===== config.mk =====
export PLATFORM = sky130hd
export DESIGN_NAME = legv8_fetch_stage_flat
export DESIGN_NICKNAME = d
export VERILOG_FILES = /design/src/rtl/legv8_pkg.sv /design/src/rtl/legv8_fetch_stage_if.sv /design/src/rtl/legv8_fetch_stage_if_id_reg.sv /design/src/rtl/legv8_fetch_stage.sv /design/src/flat_wrapper.sv
export SDC_FILE = /design/constraint.sdc
export NUM_CORES = 1
export LEC_CHECK = 0
export ABC_AREA = 0
export CORE_MARGIN = 10
export CORE_UTILIZATION = 42
export CTS_CLUSTER_DIAMETER = 40
export DETAILED_ROUTE_END_ITERATION = 10
export DONT_BUFFER_PORTS = 1
export HOLD_SLACK_MARGIN = 0.02
export SYNTH_ARGS = -nofsm -noshare
export SYNTH_HDL_FRONTEND = slang
export SYNTH_SLANG_ARGS = --single-unit

===== constraint.sdc =====
create_clock -name clk -period 8.28 [get_ports clk]
set_clock_uncertainty 0.05 [all_clocks]
set_input_delay 1.242 -clock clk [delete_from_list [all_inputs] [get_ports clk]]
set_output_delay 1.242 -clock clk [all_outputs]
set_load 0.02 [all_outputs]

===== src/rtl/legv8_pkg.sv =====
// Shared constants, fetch FSM state type and a saturating-add helper for the
// LEGv8 instruction-fetch stage.
package legv8_pkg;

  localparam int OPCODE_W   = 11;
  localparam int INSTR_W    = 32;
  localparam int OPCODE_MSB = 31;
  localparam int OPCODE_LSB = 21;
  localparam int PC_INCR    = 4;

  typedef enum logic [1:0] {
    S_REQ,
    S_WAIT,
    S_FULL
  } fetchStateT;

  function automatic logic [31:0] satAdd32(input logic [31:0] base, input logic [1:0] incr);
    logic [32:0] sum;
    sum = {1'b0, base} + {31'd0, incr};
    return sum[32] ? 32'hFFFF_FFFF : sum[31:0];
  endfunction

endpackage


===== src/rtl/legv8_fetch_stage_if.sv =====
// Instruction-memory request/response bus between the fetch stage (master)
// and instruction memory (slave). Single outstanding request.
interface legv8_fetch_stage_if #(
  parameter int PC_WIDTH    = 64,
  parameter int INSTR_WIDTH = 32
);

  logic                   imem_req_valid;
  logic                   imem_req_ready;
  logic [PC_WIDTH-1:0]    imem_addr;
  logic                   imem_resp_valid;
  logic [INSTR_WIDTH-1:0] imem_resp_data;

  modport master (
    output imem_req_valid, imem_addr,
    input  imem_req_ready, imem_resp_valid, imem_resp_data
  );

  modport slave (
    input  imem_req_valid, imem_addr,
    output imem_req_ready, imem_resp_valid, imem_resp_data
  );

endinterface


===== src/rtl/legv8_fetch_stage_if_id_reg.sv =====
// IF/ID pipeline register plus a one-entry holding buffer that catches a
// response arriving while decode is stalled.
module if_id_reg #(
  parameter int PC_WIDTH    = 64,
  parameter int INSTR_WIDTH = 32
) (
  input  logic                   clk,
  input  logic                   rst_n,
  input  logic                   loadEn,
  input  logic                   bufWrEn,
  input  logic                   bufMove,
  input  logic                   consume,
  input  logic                   flush,
  input  logic [INSTR_WIDTH-1:0] newInstr,
  input  logic [PC_WIDTH-1:0]    newPc,
  output logic                   ifIdValid,
  output logic [INSTR_WIDTH-1:0] ifIdInstr,
  output logic [PC_WIDTH-1:0]    ifIdPc,
  output logic                   bufValid
);

  logic [INSTR_WIDTH-1:0] bufInstr;
  logic [PC_WIDTH-1:0]    bufPc;

  // NOTE: sequential state uses non-blocking (<=) so every flop samples pre-edge values.
  always_ff @(posedge clk or negedge rst_n) begin
    if (!rst_n) begin
      ifIdValid <= 1'b0;
      ifIdInstr <= '0;
      ifIdPc    <= '0;
      bufValid  <= 1'b0;
    end else if (flush) begin
      ifIdValid <= 1'b0;
      bufValid  <= 1'b0;
    end else begin
      if (loadEn) begin
        ifIdValid <= 1'b1;
        ifIdInstr <= newInstr;
        ifIdPc    <= newPc;
      end else if (bufMove) begin
        ifIdValid <= 1'b1;
        ifIdInstr <= bufInstr;
        ifIdPc    <= bufPc;
        bufValid  <= 1'b0;
      end else if (consume) begin
        ifIdValid <= 1'b0;
      end
      if (bufWrEn) begin
        bufValid <= 1'b1;
      end
    end
  end

  // NOTE: buffer payload has no reset; bufValid alone qualifies it, so the data flops stay cheap.
  always_ff @(posedge clk) begin
    if (bufWrEn) begin
      bufInstr <= newInstr;
      bufPc    <= newPc;
    end
  end

endmodule


===== src/rtl/legv8_fetch_stage.sv =====
// LEGv8 instruction-fetch stage: PC, request FSM, IF/ID register and redirect.
// Optional FETCH_PERF_CNT_EN adds saturating fetched/dropped counters.
module legv8_fetch_stage
  import legv8_pkg::*;
#(
  parameter int                  PC_WIDTH    = 64,
  parameter int                  INSTR_WIDTH = INSTR_W,
  parameter logic [PC_WIDTH-1:0] RESET_PC    = '0
) (
  input  logic                   clk,
  input  logic                   rst_n,
  legv8_fetch_stage_if.master    imem,
  input  logic                   id_stall,
  input  logic                   redirect,
  input  logic [PC_WIDTH-1:0]    redirect_target,
  output logic                   if_id_valid,
  output logic [INSTR_WIDTH-1:0] if_id_instr,
  output logic [PC_WIDTH-1:0]    if_id_pc,
  output logic [OPCODE_W-1:0]    opcode
`ifdef FETCH_PERF_CNT_EN
  ,
  output logic [31:0]            perf_fetched,
  output logic [31:0]            perf_dropped
`endif
);

  fetchStateT          state, nextState;
  logic [PC_WIDTH-1:0] pc, nextPc;
  logic                dropFlag, nextDrop;
  logic                loadEn, bufWrEn, bufMove, respDropped;
  logic                bufValid;
  logic                ifIdFree;

  assign ifIdFree            = !if_id_valid || !id_stall;
  assign imem.imem_req_valid = rst_n && (state == S_REQ);
  assign imem.imem_addr      = pc;
  assign opcode              = if_id_instr[OPCODE_MSB:OPCODE_LSB];

  always_ff @(posedge clk or negedge rst_n) begin
    if (!rst_n) begin
      state    <= S_REQ;
      pc       <= RESET_PC;
      dropFlag <= 1'b0;
    end else begin
      state    <= nextState;
      pc       <= nextPc;
      dropFlag <= nextDrop;
    end
  end

  // NOTE: every always_comb output gets a default first, so no path can infer a latch.
  always_comb begin
    nextState   = state;
    nextPc      = pc;
    nextDrop    = dropFlag;
    loadEn      = 1'b0;
    bufWrEn     = 1'b0;
    bufMove     = 1'b0;
    respDropped = 1'b0;
    if (redirect) begin
      // A request already accepted must still drain; the drop flag swallows its response.
      nextPc    = redirect_target & ~PC_WIDTH'(3);
      nextState = S_REQ;
      nextDrop  = 1'b0;
      case (state)
        S_REQ: if (imem.imem_req_ready) begin
          nextState = S_WAIT;
          nextDrop  = 1'b1;
        end
        S_WAIT: if (imem.imem_resp_valid) begin
          respDropped = 1'b1;
        end else begin
          nextState = S_WAIT;
          nextDrop  = 1'b1;
        end
        default: ;
      endcase
    end else begin
      case (state)
        S_REQ: if (imem.imem_req_ready) nextState = S_WAIT;
        S_WAIT: if (imem.imem_resp_valid) begin
          if (dropFlag) begin
            respDropped = 1'b1;
            nextDrop    = 1'b0;
            nextState   = S_REQ;
          end else if (ifIdFree) begin
            loadEn    = 1'b1;
            nextPc    = pc + PC_WIDTH'(PC_INCR);
            nextState = S_REQ;
          end else begin
            bufWrEn   = 1'b1;
            nextPc    = pc + PC_WIDTH'(PC_INCR);
            nextState = S_FULL;
          end
        end
        S_FULL: if (!id_stall) begin
          bufMove   = bufValid;
          nextState = S_REQ;
        end
        default: nextState = S_REQ;
      endcase
    end
  end

  if_id_reg #(
    .PC_WIDTH   (PC_WIDTH),
    .INSTR_WIDTH(INSTR_WIDTH)
  ) u_if_id_reg (
    .clk      (clk),
    .rst_n    (rst_n),
    .loadEn   (loadEn),
    .bufWrEn  (bufWrEn),
    .bufMove  (bufMove),
    .consume  (if_id_valid && !id_stall),
    .flush    (redirect),
    .newInstr (imem.imem_resp_data),
    .newPc    (pc),
    .ifIdValid(if_id_valid),
    .ifIdInstr(if_id_instr),
    .ifIdPc   (if_id_pc),
    .bufValid (bufValid)
  );

`ifdef FETCH_PERF_CNT_EN
  logic [1:0] dropIncr;
  assign dropIncr = {1'b0, respDropped}
                  + {1'b0, redirect && if_id_valid}
                  + {1'b0, redirect && bufValid};

  always_ff @(posedge clk or negedge rst_n) begin
    if (!rst_n) begin
      perf_fetched <= '0;
      perf_dropped <= '0;
    end else begin
      perf_fetched <= satAdd32(perf_fetched, {1'b0, loadEn || bufWrEn});
      perf_dropped <= satAdd32(perf_dropped, dropIncr);
    end
  end
`endif

endmodule


===== src/flat_wrapper.sv =====
// flat-port wrapper written by rule: the top's interface ports become plain ports
module legv8_fetch_stage_flat import legv8_pkg::*;
#(
  parameter int                  PC_WIDTH    = 64,
  parameter int                  INSTR_WIDTH = INSTR_W,
  parameter logic [PC_WIDTH-1:0] RESET_PC    = '0
)
  (clk, rst_n, id_stall, redirect, redirect_target, if_id_valid, if_id_instr, if_id_pc, opcode, imem_imem_req_valid, imem_imem_addr, imem_imem_req_ready, imem_imem_resp_valid, imem_imem_resp_data);
  legv8_fetch_stage_if #(.PC_WIDTH(PC_WIDTH), .INSTR_WIDTH(INSTR_WIDTH)) imem_i ();
  input  logic clk;
  input  logic rst_n;
  input  logic id_stall;
  input  logic redirect;
  input  logic [PC_WIDTH-1:0] redirect_target;
  output logic if_id_valid;
  output logic [INSTR_WIDTH-1:0] if_id_instr;
  output logic [PC_WIDTH-1:0] if_id_pc;
  output logic [OPCODE_W-1:0] opcode;
  output wire logic [$bits(imem_i.imem_req_valid)-1:0] imem_imem_req_valid;
  output wire logic [$bits(imem_i.imem_addr)-1:0] imem_imem_addr;
  input wire logic [$bits(imem_i.imem_req_ready)-1:0] imem_imem_req_ready;
  input wire logic [$bits(imem_i.imem_resp_valid)-1:0] imem_imem_resp_valid;
  input wire logic [$bits(imem_i.imem_resp_data)-1:0] imem_imem_resp_data;
  assign imem_imem_req_valid = imem_i.imem_req_valid;
  assign imem_imem_addr = imem_i.imem_addr;
  assign imem_i.imem_req_ready = imem_imem_req_ready;
  assign imem_i.imem_resp_valid = imem_imem_resp_valid;
  assign imem_i.imem_resp_data = imem_imem_resp_data;
  legv8_fetch_stage #(.PC_WIDTH(PC_WIDTH), .INSTR_WIDTH(INSTR_WIDTH), .RESET_PC(RESET_PC)) u_core (.clk(clk), .rst_n(rst_n), .imem(imem_i), .id_stall(id_stall), .redirect(redirect), .redirect_target(redirect_target), .if_id_valid(if_id_valid), .if_id_instr(if_id_instr), .if_id_pc(if_id_pc), .opcode(opcode));
endmodule

==> flow_summary.json, run 1 <==
{
  "hpwl_um": 21600,
  "finalWorstSetupSlack_ps": 4980,
  "first_pass_iters": 5,
  "fin_area_mm2": 0.0123,
  "clkSinkCount": 255,
  "drt.antenna.violating_nets": 0,
  "port_buffers": 0,
  "grt_max_degree": 163,
  "postLayoutCoreUtil_pct": 48.7,
  "instances_no_fill": 1351,
  "finalSetupTns_ps": 0,
  "synth_top_area_share_pct": 37.0,
  "initial_core_util_pct": 43.0,
  "core_area_mm2": 0.0253,
  "post_cts_resized": 0,
  "io_pins": 275,
  "fillers": 2305,
  "synth_edf_count": 94,
  "dpl.cell_count": 1276,
  "cts_hold_buf": 0,
  "seq_area_mm2": 0.00685,
  "p_sw_share_pct": 32.2,
  "ys_seq_area_share_pct": 62.9,
  "ctsHtreeMaxLevel": 2,
  "crit_chain": "and4bb_1 > and3_4 > buf_4",
  "met3_wirelength_um": 3550,
  "clockBufferDepth": 3,
  "ys_async_sr_fraction_pct": 63.1,
  "clock_latency_ps": 510,
  "placed_cell_area_mm2": 0.0110,
  "internal_power_w": 0.00261,
  "end_kind": "flip-flop",
  "vdd_drop_max_mv": 0.194,
  "combPwrFrac_pct": 6.5,
  "worstPathMaxFanout": 60,
  "rsz0062_at_grt": "false",
  "netlist.top_cell.by_area": "dfrtp_1",
  "period_share_pct": 39.9,
  "max_stage_delay_ps": 750,
  "wire_per_inst_um": 23.8,
  "top_layer": "met4",
  "dr_total_vias": 7791,
  "die_h_um": 181,
  "multi_input_area_mm2": 0.00373,
  "worstPathArrival_ps": 3390,
  "fin_crit_ps": 3300,
  "root_buffer": "clkbuf_16",
  "ys_dominant_reg_cell": "dfrtp_1",
  "critPathLaunchType": "input pin",
  "hold_viol_final": 0,
  "cts_tree": "built",
  "cap_violations": 0,
  "tightest_slew_ps": 1180,
  "fp.dieW_um": 181,
  "yosysWarnings": 0,
  "grt.total_usage_pct": 18.7,
  "drtIter0Drc": 525,
  "drc": 0,
  "max_freq_ghz": 0.303,
  "dieArea_mm2": 0.0328,
  "post_cts_buffers": 0,
  "gp_congestion": 0.856,
  "maxSlewViolCount": 0,
  "antenna_found_initial": 1,
  "avgSynthCellArea_um2": 10.8,
  "p_leak_nw": 4.55,
  "required_ps": 8360,
  "seqPwrFrac_pct": 52.3,
  "cp_slowest_cell": "buf_4",
  "first_global_vias": 7930,
  "power_density_mw_per_mm2": 312,
  "grt_overflow": 0,
  "pwr-share-clk_pct": 41.2,
  "p_switching_w": 0.00124,
  "dp_worst_setup_slack_ps": 4430,
  "avgViaCountPerCell": 5.77,
  "floorplan.rows": 58,
  "layout-drive-gt1-share_pct": 7.96,
  "hold_class": "in2async",
  "final-setup-viol-count": 0,
  "clk_pin_slew_ps": 60,
  "cts_made_buffers": 40,
  "status": "complete, no violations",
  "netlist_area_mm2": 0.0109,
  "wl_met1_um": 13400,
  "synth_area_leaders": "dfrtp_1, edfxtp_1, nor2_1, o22ai_1, nand2_1",
  "synth-seq-cells": 255,
  "relSlewSlack_pct": 21.0,
  "synth.distinct_cells": 51,
  "syn_to_final_growth_pct": 13.2,
  "final_nets": 1091,
  "wl_met2_um": 14500,
  "grt_pass1_wl_um": 49100,
  "synth_cells": 1010,
  "routed_wl_um": 32100,
  "worst-setup-path-type": "in2reg"
}
==> final timing paths <==
check | end | slack (ps) | start | depth (start not counted)
max in group asynchronous | u_core.imem.imem_addr[18] | 7560 | rst_n | 0
worst max-delay path | u_core.u_if_id_reg.bufPc[38] | 4980 | imem_imem_resp_valid | 3
min in group clk | u_core.u_if_id_reg.ifIdPc[49] | 440 | u_core.u_if_id_reg.bufPc[49] | 2
worst max register to register | u_core.imem.imem_addr[50] | 5100 | u_core.imem.imem_addr[2] | 6
worst min-delay path | u_core.u_if_id_reg.ifIdInstr[2] | 370 | rst_n | 0
worst min register to register | u_core.u_if_id_reg.ifIdPc[49] | 440 | u_core.u_if_id_reg.bufPc[49] | 2
==> power groups by stage <==
stage / Sequential [W] / Clock (W) / Combinational (W)
detailed placement: 0.00204 / 0 / 0.000252
global placement: 0.00204 / 0 / 0.000238
floorplan: 0.00191 / 0 / 0.000275
global route: 0.00205 / 0.00167 / 0.000300
finish: 0.00201 / 0.00158 / 0.000250
CTS: 0.00202 / 0.00162 / 0.000254
==> flip-flops by register name, summed over array words and instances (netlist names) <==
name,flops
u_core.imem.imem_addr,62
u_core.state,2
u_core.u_if_id_reg.bufInstr,32
u_core.u_if_id_reg.bufPc,62
u_core.u_if_id_reg.ifIdPc,62
u_core.dropFlag,1
u_core.u_if_id_reg.bufValid,1
u_core.u_if_id_reg.ifIdValid,1
u_core.u_if_id_reg.ifIdInstr,32
==> layer usage <==
metal / global-route usage (%) / vias to the layer above
met3: 8.37 / 57
met5: 0 / -
met1: 23.5 / 3811
met2: 28.7 / 300
met4: 5.30 / 0
li1: - / 3623
==> cells in the mapped netlist, drive strengths merged, types with 2 or more instances <==
| master | number |
|---|---|
| o22ai | 94 |
| nand2b | 2 |
| a22oi | 3 |
| clkbuf | 40 |
| nor4 | 16 |
| nand2 | 77 |
| or3b | 2 |
| a21oi | 3 |
| or4b | 2 |
| a221o | 2 |
| nor2b | 5 |
| and4 | 15 |
| o31ai | 3 |
| nor3b | 4 |
| xnor2 | 23 |
| xor2 | 16 |
| or4 | 9 |
| nand4bb | 2 |
| nor3 | 11 |
| mux2i | 6 |
| edfxtp | 94 |
| inv | 5 |
| nand4 | 31 |
| and2 | 5 |
| a31oi | 14 |
| nor2 | 214 |
| or3 | 17 |
| o41ai | 2 |
| nand4b | 2 |
| nand3 | 21 |
| dfrtp | 161 |
| buf | 31 |
| o21ai | 49 |
| and3 | 17 |
==> metrics by stage <==
stage,power (W),hold slack [ps]
finish,0.00384,375
global route,0.00402,347
CTS,0.00390,356
detailed placement,0.00230,441
global placement,0.00228,432
floorplan,0.00218,427
==> logic make-up after synthesis <==
group,share of synthesized area (%)
other,0.0344
adder cells (fa/ha/maj),0.115
buffers and inverters,3.28
AO/OA/AOI/OAI,9.89
multiplexers,0.655
flip-flops,62.9
AND/OR/NAND/NOR,20.0
XOR/XNOR,3.13
==> area by class of cell <==
type                    instances  area share [%]
diodes                          3          0.0609
clock buffers                  45            8.52
clock inverters                27            1.88
inverters                       5           0.152
multi-input cells             682            30.2
flip-flops and latches        255            55.5
well taps                     330            3.35
repair buffers                  4           0.243
==> cells in the final DEF, fill, tap and decap left out, types with 5 or more instances in the layout <==
master and count:
clkinv_1 6, or4_1 7, or3_1 17, and2_1 5, o21ai_0 49, nor3_1 10
a31oi_1 14, inv_1 5, nor2_1 214, dfrtp_1 161, nor2b_1 5, clkbuf_16 41
nand4_1 31, edfxtp_1 94, and3_1 16, mux2i_1 6, xnor2_1 23, nand3_1 20
and4_1 15, clkinv_4 6, xor2_1 16, nand2_1 76, nor4_1 16, o22ai_1 94
==> critical path, delay by kind of cell <==
family | cells | cell delay [ps]
buffers and inverters | 1 | 750
AND/OR/NAND/NOR | 2 | 1330
No activity file was read; power rests on OpenSTA's default activity.
==> run 2, diff against run 1 <==
==> constraint.sdc (replaced) <==
create_clock -name clk -period 2.8 [get_ports clk]
set_clock_uncertainty 0.05 [all_clocks]
set_input_delay 0.42 -clock clk [delete_from_list [all_inputs] [get_ports clk]]
set_output_delay 0.42 -clock clk [all_outputs]
set_load 0.02 [all_outputs]
==> flow_summary.json, run 2 (synthesis gave the netlist of run 1 again) <==
{
  "instances_no_fill": 1521,
  "ctsHtreeMaxLevel": 2,
  "vdd_drop_max_mv": 0.696,
  "clk_pin_slew_ps": 60,
  "postLayoutCoreUtil_pct": 55.1,
  "clockBufferDepth": 3,
  "power_density_mw_per_mm2": 852,
  "core_area_mm2": 0.0253,
  "first_global_vias": 8748,
  "period_share_pct": 90.8,
  "required_ps": 3200,
  "gp_congestion": 0.819,
  "fin_area_mm2": 0.0139,
  "max_freq_ghz": 0.393,
  "max_stage_delay_ps": 650,
  "wire_per_inst_um": 22.7,
  "combPwrFrac_pct": 10.6,
  "syn_to_final_growth_pct": 28.0,
  "dieArea_mm2": 0.0328,
  "finalSetupTns_ps": 0,
  "end_kind": "flip-flop",
  "tightest_slew_ps": 768,
  "routed_wl_um": 34600,
  "cp_slowest_cell": "or4b_2",
  "relSlewSlack_pct": 48.7,
  "seqPwrFrac_pct": 48.0,
  "grt_max_degree": 163,
  "clock_latency_ps": 520,
  "initial_core_util_pct": 43.0,
  "fin_crit_ps": 2540,
  "grt.total_usage_pct": 20.3,
  "layout_commonest_cell": "nor2_1",
  "final_nets": 1258,
  "p_leak_nw": 5.33,
  "rsz0062_at_grt": "false",
  "drtIter0Drc": 666,
  "avgViaCountPerCell": 5.67,
  "port_buffers": 0,
  "p_switching_w": 0.00379,
  "crit_chain": "nand4_1 > nor4_1 > or3b_2 > or4b_2 > a31oi_1",
  "fp.dieW_um": 181,
  "grt_pass1_wl_um": 53400,
  "placed_cell_area_mm2": 0.0116,
  "io_pins": 275,
  "grt_overflow": 0,
  "worst-setup-path-type": "reg2reg",
  "final-setup-viol-count": 0,
  "critPathLaunchType": "flip-flop",
  "hold_viol_final": 161,
  "post_cts_buffers": 0,
  "worstPathMaxFanout": 6,
  "layout-drive-gt1-share_pct": 13.6,
  "die_h_um": 181,
  "clkSinkCount": 255,
  "antenna_found_initial": 4,
  "violations": "negative hold slack",
  "dr_total_vias": 8619,
  "worstPathArrival_ps": 2940,
  "maxSlewViolCount": 0,
  "rrSetupSlack_ps": 260,
  "status": "finished, violations left",
  "dpl.cell_count": 1350,
  "whs_ps": -447,
  "floorplan.rows": 58,
  "cts_hold_buf": 93,
  "post_cts_resized": 0,
  "path_buf_inv": 0,
  "p_sw_share_pct": 31.9,
  "hpwl_um": 23000,
  "drc": 0,
  "internal_power_w": 0.00809,
  "pwr-share-clk_pct": 41.4,
  "first_pass_iters": 7,
  "hold_class": "in2async",
  "final_cell_mix": "nor2_1, dfrtp_1, o22ai_1, edfxtp_1, dlygate4sd3_1",
  "cap_violations": 0,
  "cts_tree": "built",
  "drt.antenna.violating_nets": 0,
  "root_buffer": "clkbuf_16",
  "cts_made_buffers": 40,
  "critPathTopFamily": "simple AND/OR/NAND/NOR gates"
}
## run 2: changes by cell type in the layout (fill, tap and decap cells not counted), moves of 3 or more
cell / change
clkinvlp_4: +4
clkinv_1: -3
dlygate4sd3_1: +92
clkbuf_8: +3
buf_12: +3
buf_4: +71
clkinv_4: -3
## run 2: worst paths after layout
path / start / endpoint / depth (start not counted)
max: u_core.imem.imem_addr[35] / u_core.imem.imem_addr[61] / 5
min: rst_n / u_core.u_if_id_reg.ifIdInstr[10] / 0
max reg2reg: u_core.imem.imem_addr[35] / u_core.imem.imem_addr[61] / 5
min reg2reg: u_core.u_if_id_reg.bufPc[38] / u_core.u_if_id_reg.ifIdPc[38] / 2
max in group asynchronous: rst_n / u_core.imem.imem_addr[15] / 0
min in group clk: redirect_target[55] / u_core.imem.imem_addr[55] / 2
## run 2: power by group through the flow
stage               logic (W)  registers, W  clock network, W
finish                0.00126       0.00570           0.00492
global route          0.00142       0.00579           0.00517
CTS                   0.00127       0.00572           0.00501
detailed placement    0.00111       0.00579                 0
global placement      0.00108       0.00577                 0
floorplan            0.000814       0.00565                 0
## run 2: metrics by stage
| step | setup WS [ps] | hold WS, ps | power (W) |
|---|---|---|---|
| 4_1_cts | 224 | -467 | 0.0120 |
| 3_5_place_dp | 265 | 79.8 | 0.00690 |
| 5_1_grt | 82.5 | -470 | 0.0124 |
| 3_3_place_gp | 299 | 79.7 | 0.00686 |
| 2_1_floorplan | 192 | 74.4 | 0.00646 |
| 6_report | 257 | -447 | 0.0119 |
## run 2: area by class of cell
type	instances	area, um2
Fill cell	2175	11400
Sequential cell	255	6850
Multi-Input combinational cell	682	3730
Timing Repair Buffer	171	1570
Clock buffer	48	1090
Tap cell	330	413
Clock inverter	26	262
Inverter	5	18.8
Antenna cell	4	10.0
## run 2: layer usage
metal	wire (um)	up-vias	share of wire [%]	GRT usage (%)
met5	27	-	0.078	0
met4	615	4	1.8	5.50
met3	3500	56	10	7.41
met2	16200	350	47	32.5
met1	14300	4219	41	25.4
li1	-	3990	-	-
